$ cat src/rtl/btn_pkg.sv
// -----------------------------------------------------------------------------
// btn_pkg
// Shared types and defaults for the push-button press classifier.
//   state_t   : per-channel classifier state
//   DEF_*     : default debounce / long-press / double-click window lengths
//   cnt_w()   : bit width needed to hold a counter value 0..max_val
// -----------------------------------------------------------------------------
package btn_pkg;

    typedef enum logic [1:0] {
        IDLE     = 2'd0,
        PRESSED  = 2'd1,
        GAP      = 2'd2,
        PRESSED2 = 2'd3
    } state_t;

    localparam int DEF_DEB_CYC  = 16;
    localparam int DEF_LONG_CYC = 3072;
    localparam int DEF_GAP_CYC  = 1024;

    function automatic int cnt_w(input int max_val);
        return (max_val < 1) ? 1 : $clog2(max_val + 1);
    endfunction

endpackage

$ cat src/rtl/btn_press_classifier_channel.sv
// -----------------------------------------------------------------------------
// btn_channel
// One button channel: 2-flop synchroniser, debouncer, press-duration counter
// and the short/long (optionally double-click) classifier FSM.
// Optional feature macro: BTN_DOUBLE_EN (adds GAP / PRESSED2 states).
//
// Ports:
//   clk         in   system clock
//   rst_n       in   asynchronous active-low reset
//   btn         in   raw button level, asynchronous to clk
//   db          out  debounced level
//   short_pulse out  1-cycle pulse, short press completed
//   long_pulse  out  1-cycle pulse, long press completed
//   dbl_pulse   out  1-cycle pulse, double click completed (0 when disabled)
// -----------------------------------------------------------------------------
module btn_channel
    import btn_pkg::*;
#(
    parameter int DEB_CYC  = DEF_DEB_CYC,
    parameter int LONG_CYC = DEF_LONG_CYC,
    parameter int GAP_CYC  = DEF_GAP_CYC
) (
    input  logic clk,
    input  logic rst_n,
    input  logic btn,
    output logic db,
    output logic short_pulse,
    output logic long_pulse,
    output logic dbl_pulse
);

    localparam int DW = cnt_w(DEB_CYC);
    localparam int PW = cnt_w(LONG_CYC);
    localparam logic [DW-1:0] DEB_LAST = DW'(DEB_CYC - 1);
    localparam logic [PW-1:0] LONG_MAX = PW'(LONG_CYC);

    if (DEB_CYC < 1 || LONG_CYC < 2 || GAP_CYC < 1) begin : g_param_check
        $error("btn_channel: illegal DEB_CYC/LONG_CYC/GAP_CYC");
    end

    logic          s1;
    logic          s2;
    logic [DW-1:0] deb_cnt;
    logic [PW-1:0] press_cnt;
    logic          db_rise;
    logic          is_long;
    state_t        state;
    state_t        state_nxt;
    logic          short_nxt;
    logic          long_nxt;

    // db is about to go high on this edge: counter expired while s2 is high
    assign db_rise = s2 && !db && (deb_cnt == DEB_LAST);
    assign is_long = (press_cnt >= LONG_MAX);

    always_ff @(posedge clk or negedge rst_n) begin
        if (!rst_n) begin
            s1 <= 1'b0;
            s2 <= 1'b0;
        end else begin
            s1 <= btn;
            s2 <= s1;
        end
    end

    // Debounce: db follows s2 only after DEB_CYC consecutive differing cycles
    always_ff @(posedge clk or negedge rst_n) begin
        if (!rst_n) begin
            db      <= 1'b0;
            deb_cnt <= '0;
        end else if (s2 == db) begin
            deb_cnt <= '0;
        end else if (deb_cnt == DEB_LAST) begin
            db      <= s2;
            deb_cnt <= '0;
        end else begin
            deb_cnt <= deb_cnt + 1'b1;
        end
    end

    // Counts cycles with db high; cleared on the edge db rises so that, on the
    // edge db falls, it holds exactly the number of high cycles (saturated).
    always_ff @(posedge clk or negedge rst_n) begin
        if (!rst_n) begin
            press_cnt <= '0;
        end else if (db_rise) begin
            press_cnt <= '0;
        end else if (db && (press_cnt != LONG_MAX)) begin
            press_cnt <= press_cnt + 1'b1;
        end
    end

`ifdef BTN_DOUBLE_EN
    localparam int GW = cnt_w(GAP_CYC);

    logic [GW-1:0] gap_cnt;
    logic          gap_done;
    logic          dbl_nxt;

    // gap_cnt = db-low cycles since the release; the release cycle itself
    // (still in PRESSED) is the first one, so expiry lands GAP_CYC cycles
    // after db fell.
    always_ff @(posedge clk or negedge rst_n) begin
        if (!rst_n) begin
            gap_cnt <= '0;
        end else if ((state == PRESSED && !db) || state == GAP) begin
            if (gap_cnt != GW'(GAP_CYC)) begin
                gap_cnt <= gap_cnt + 1'b1;
            end
        end else begin
            gap_cnt <= '0;
        end
    end

    assign gap_done = (int'(gap_cnt) + 1) >= GAP_CYC;
`endif

    always_comb begin
        state_nxt = state;
        short_nxt = 1'b0;
        long_nxt  = 1'b0;
`ifdef BTN_DOUBLE_EN
        dbl_nxt   = 1'b0;
`endif
        case (state)
            IDLE: begin
                if (db) begin
                    state_nxt = PRESSED;
                end
            end
            PRESSED: begin
                if (!db) begin
                    if (is_long) begin
                        long_nxt  = 1'b1;
                        state_nxt = IDLE;
                    end else begin
`ifdef BTN_DOUBLE_EN
                        state_nxt = GAP;
`else
                        short_nxt = 1'b1;
                        state_nxt = IDLE;
`endif
                    end
                end
            end
`ifdef BTN_DOUBLE_EN
            GAP: begin
                // a rise in the expiry cycle still counts as the second press
                if (db) begin
                    state_nxt = PRESSED2;
                end else if (gap_done) begin
                    short_nxt = 1'b1;
                    state_nxt = IDLE;
                end
            end
            PRESSED2: begin
                if (!db) begin
                    dbl_nxt   = 1'b1;
                    state_nxt = IDLE;
                end
            end
`endif
            default: state_nxt = IDLE;
        endcase
    end

    always_ff @(posedge clk or negedge rst_n) begin
        if (!rst_n) begin
            state       <= IDLE;
            short_pulse <= 1'b0;
            long_pulse  <= 1'b0;
        end else begin
            state       <= state_nxt;
            short_pulse <= short_nxt;
            long_pulse  <= long_nxt;
        end
    end

`ifdef BTN_DOUBLE_EN
    always_ff @(posedge clk or negedge rst_n) begin
        if (!rst_n) begin
            dbl_pulse <= 1'b0;
        end else begin
            dbl_pulse <= dbl_nxt;
        end
    end
`else
    assign dbl_pulse = 1'b0;
`endif

endmodule

$ cat src/rtl/btn_press_classifier.sv
// -----------------------------------------------------------------------------
// btn_press_classifier
// Multi-channel push-button front end: per channel it synchronises, debounces
// and classifies each completed press as short or long, emitting 1-cycle
// pulses. Optional feature macro: BTN_DOUBLE_EN (double-click detection).
//
// Ports:
//   clk      in   system clock
//   rst_n    in   asynchronous active-low reset
//   btn_i    in   [CH] raw button levels, active-high, asynchronous
//   db_o     out  [CH] debounced levels
//   short_o  out  [CH] short press completed pulses
//   long_o   out  [CH] long press completed pulses
//   dbl_o    out  [CH] double click completed pulses (0 when disabled)
// -----------------------------------------------------------------------------
module btn_press_classifier
    import btn_pkg::*;
#(
    parameter int CH       = 4,
    parameter int DEB_CYC  = DEF_DEB_CYC,
    parameter int LONG_CYC = DEF_LONG_CYC,
    parameter int GAP_CYC  = DEF_GAP_CYC
) (
    input  logic          clk,
    input  logic          rst_n,
    input  logic [CH-1:0] btn_i,
    output logic [CH-1:0] db_o,
    output logic [CH-1:0] short_o,
    output logic [CH-1:0] long_o,
    output logic [CH-1:0] dbl_o
);

    for (genvar i = 0; i < CH; i++) begin : g_ch
        btn_channel #(
            .DEB_CYC  (DEB_CYC),
            .LONG_CYC (LONG_CYC),
            .GAP_CYC  (GAP_CYC)
        ) u_ch (
            .clk         (clk),
            .rst_n       (rst_n),
            .btn         (btn_i[i]),
            .db          (db_o[i]),
            .short_pulse (short_o[i]),
            .long_pulse  (long_o[i]),
            .dbl_pulse   (dbl_o[i])
        );
    end

endmodule
$ cat config.mk
export PLATFORM = sky130hd
export DESIGN_NAME = btn_press_classifier
export DESIGN_NICKNAME = d
export VERILOG_FILES = /design/src/rtl/btn_pkg.sv /design/src/rtl/btn_press_classifier_channel.sv /design/src/rtl/btn_press_classifier.sv
export SDC_FILE = /design/constraint.sdc
export NUM_CORES = 1
export LEC_CHECK = 0
export ABC_AREA = 1
export CORE_MARGIN = 2
export CORE_UTILIZATION = 55
export CTS_CLUSTER_SIZE = 14
export DETAILED_ROUTE_END_ITERATION = 8
export PLACE_DENSITY = 0.76
export SLEW_MARGIN = 20
export SYNTH_ARGS = -nofsm -noshare
export SYNTH_HDL_FRONTEND = slang
export SYNTH_HIERARCHICAL = 1
export SYNTH_SLANG_ARGS = --single-unit
$ cat constraint.sdc
create_clock -name clk -period 3.1 [get_ports clk]
set_clock_uncertainty 0.05 [all_clocks]
set_input_delay 0.93 -clock clk [delete_from_list [all_inputs] [get_ports clk]]
set_output_delay 0.93 -clock clk [all_outputs]
set_load 0.005 [all_outputs]
==> impl_results.md <==
- Pins Over Slew Limit: 0
- Congestion Overflow GR: 0
- Yosys warnings: 6
- Std-Cell Core Area: 8720 um2
- Crit share post-route: about 73%
- Hold path cells: 0
- H-tree levels: 3
- Tot GR Track Use: between 20% and 30%
- Sequential share of the synthesized area: between 40 and 50%
- VDD IR max: roughly 0.00021 V
- Post-synth EDFFs: 0
- Post-CTS setup buffers: 0
- CP Max Fanout: 5
- Worst-path cell chain: clkdlybuf4s50_1
- Vias per cell: ~5.2
- Setup TNS: 0 ps
- Final net count: around 660
- Area added between synthesis and finish: 7.17%
- Main combinational cell family by area after synthesis: simple AND/OR/NAND/NOR gates
- Crit path required time: 2120 ps
- Post-CTS Resized: 0
- Vias in the first global route: 3965
- Final hold violation count: 0
- Top FF cell, synth: dfrtp_1
- Fillers: 760
- Max_slew headroom: approximately 53%
- Register area: approximately 2300 um2
- Reg-to-reg critical path startpoint: g_ch[1].u_ch/press_cnt[0]$_DFFE_PN0P_
- Static Leakage: roughly 2.7 nW
- RR Endpoint: g_ch[1].u_ch/press_cnt[6]$_DFFE_PN0P_
- FP Rows: 34
- Worst-skew pair later-pin latency: 350 ps
- Reg-to-reg slack, setup: about 1100 ps
- CP Buf/Inv Count: 1
- Drt pass-1 iters: 5
- Hold Slack: ~300 ps
- Final setup fails: 0
- Largest net degree at the start of global routing: slightly above 60
- Yosys reg bits: 92
- GP Congestion: between 0.8 and 0.9
- WL per Instance: 12.0 um
- First DRT Iteration DRCs: 130
- Cells after DPL: 736
- Synth top area share: around 46%
- Actual slew at the worst max-slew pin: 699 ps
- Highest-delay cell along the critical path: clkdlybuf4s50_1
- Syn_nets: around 660
- Final setup margin: 837 ps
- Fraction of synthesized area in multiplexers: 0%
- Post-Place Setup Slack: between 1000 and 1500 ps
- CP max stage delay: ~520 ps
- Compound-Gate Fraction of Synth Area: around 3.5%
- Worst min-delay path class: flip-flop to flip-flop
- Crit path capture type: output pin
- Element type at the critical path start: flip-flop
- Die ar.: between 9000 and 10000 um2
- Proportion of layout cells with a drive suffix above 1: 5.28%
- Layout Cells excl Fill: roughly 750
- # hold bufs at CTS: 0
- Mean post-synth cell area: 7.83 um2
- Initial antenna violation count: 0
- Overall power: roughly 0.0021 W
- Post-Route WL: 9050 um
- Min cycle time layout: around 2300 ps
- CTS Buffer Depth: 2
- Adder-cell share of the synthesized area: between 4 and 5%
- Initial Utilization: between 50% and 60%
- Die Height: between 90 and 100 um
- Crit path max-delay family: buffers and inverters
- Area leader, netlist: dfrtp_1
- FFs w/ async S/R, synth: between 90% and 100%
- Antenna cell count: 0
- Total vias in the final route: between 3000 and 4000
- Count leader, synth: nand2_1
- CTS tree: yes
- Unrepaired setup endpoints after global routing: no
- Worst hold endpoint: g_ch[3].u_ch/s2$_DFF_PN0_
- Crit path DAT: between 1000 and 1500 ps
- Post-synthesis simple-gate area fraction: between 30% and 40%
- Post-Synthesis Cell Area: between 4000 and 5000 um2
- Worst-path clk slew: around 90 ps
- First-pass GRT wire length: 17000 um
- Die W: 98.9 um
- Post-route ant nets: 0
- Status: finished, final reports clean
- R2R depth: 8
- Footprint of the multi-input gates: 2210 um2
- Sink Count: between 90 and 100
- CP Class: flip-flop to output pin
- Fmax: 442 MHz
- Synth Area in XOR/XNOR: under 10%
- Synth cell types: 28
- Dominant cells by area after synthesis: dfrtp_1 (46%), nand2_1 (15%), nor2_1 (5.8%)
- Power per Cell Area: about 400 nW/um2
- Number of port buffers: 17
- Root Driver: clkbuf_8
- Max-cap violations: 0
- # DRC: 0
- Io pins: 22
- Min-delay src: g_ch[3].u_ch/s1$_DFF_PN0_
- CTS buffer count: 9
- Post-synth top cells: nand2_1 (198), dfrtp_1 (92), nor2_1 (76)
- Dpl hpwl: about 6300 um
- Post-synthesis cell count: between 600 and 700
[logic make-up after synthesis]
family | after synthesis
AO/OA/AOI/OAI | 26
XOR/XNOR | 10
adder cells (fa/ha/maj) | 16
buffers and inverters | 89
flip-flops | 92
other | 4
AND/OR/NAND/NOR | 396
[per-layer routing]
metal  vias up  track usage [%]  part of all wire, %
met2        46             36.3                   51
met5         -                0                    0
li1       2027                -                    -
met4         0             4.95                 0.94
met3        11             4.96                  2.6
met1      1856             25.8                   46
[registers in the layout, summed over array words and instances (netlist names)]
register / cells
g_ch.u_ch/long_pulse: 4
g_ch.u_ch/db: 4
g_ch.u_ch/press_cnt: 48
g_ch.u_ch/s2: 4
g_ch.u_ch/short_pulse: 4
g_ch.u_ch/state: 4
g_ch.u_ch/s1: 4
g_ch.u_ch/deb_cnt: 20
[stage by stage]
step,util (%),area (um2)
finish,60.9,5310
floorplan,-,4950
global placement,58.4,5100
detailed placement,58.4,5100
global route,60.9,5310
CTS,60.9,5310
[placed cells by master, fill, tap and decap left out, types with 5 or more instances in the layout]
| master | count |
|---|---|
| a21o_1 | 8 |
| clkbuf_8 | 12 |
| clkdlybuf4s50_1 | 16 |
| dfrtp_1 | 92 |
| ha_1 | 16 |
| inv_1 | 63 |
| nand2_1 | 198 |
| nand3_1 | 56 |
| nand4_1 | 45 |
| nor2_1 | 76 |
| nor2_2 | 5 |
| nor3_1 | 7 |
| o21ai_0 | 8 |
| xor2_1 | 7 |
[where the power goes]
part | switching [W] | internal (W)
combinational | 0.0000428 | 0.0000205
sequential | 0.0000123 | 0.00122
clock | 0.000397 | 0.000440
[worst max path at each step]
stage | from | to | slack [ps] | cells past startpoint
after CTS | g_ch[2].u_ch/db$_DFFE_PN0P_ | db_o[2] | 810 | 1
after detailed placement | g_ch[1].u_ch/press_cnt[0]$_DFFE_PN0P_ | g_ch[1].u_ch/press_cnt[6]$_DFFE_PN0P_ | 1110 | 8
after floorplan | g_ch[0].u_ch/press_cnt[0]$_DFFE_PN0P_ | g_ch[0].u_ch/press_cnt[9]$_DFFE_PN0P_ | 1650 | 9
after global placement | g_ch[1].u_ch/press_cnt[0]$_DFFE_PN0P_ | g_ch[1].u_ch/press_cnt[4]$_DFFE_PN0P_ | 1210 | 8
after global routing | g_ch[3].u_ch/db$_DFFE_PN0P_ | db_o[3] | 760 | 1
final | g_ch[2].u_ch/db$_DFFE_PN0P_ | db_o[2] | 840 | 1
[cell type report]
cell class	count	share of cell area (%)
sequential	92	43.4
multi-input combinational	452	41.7
clock buffer	13	3.18
timing repair buffer	19	3.68
clock inverter	3	0.825
inverter	65	4.69
tap	108	2.55
Power figures use the tool's default switching activity.
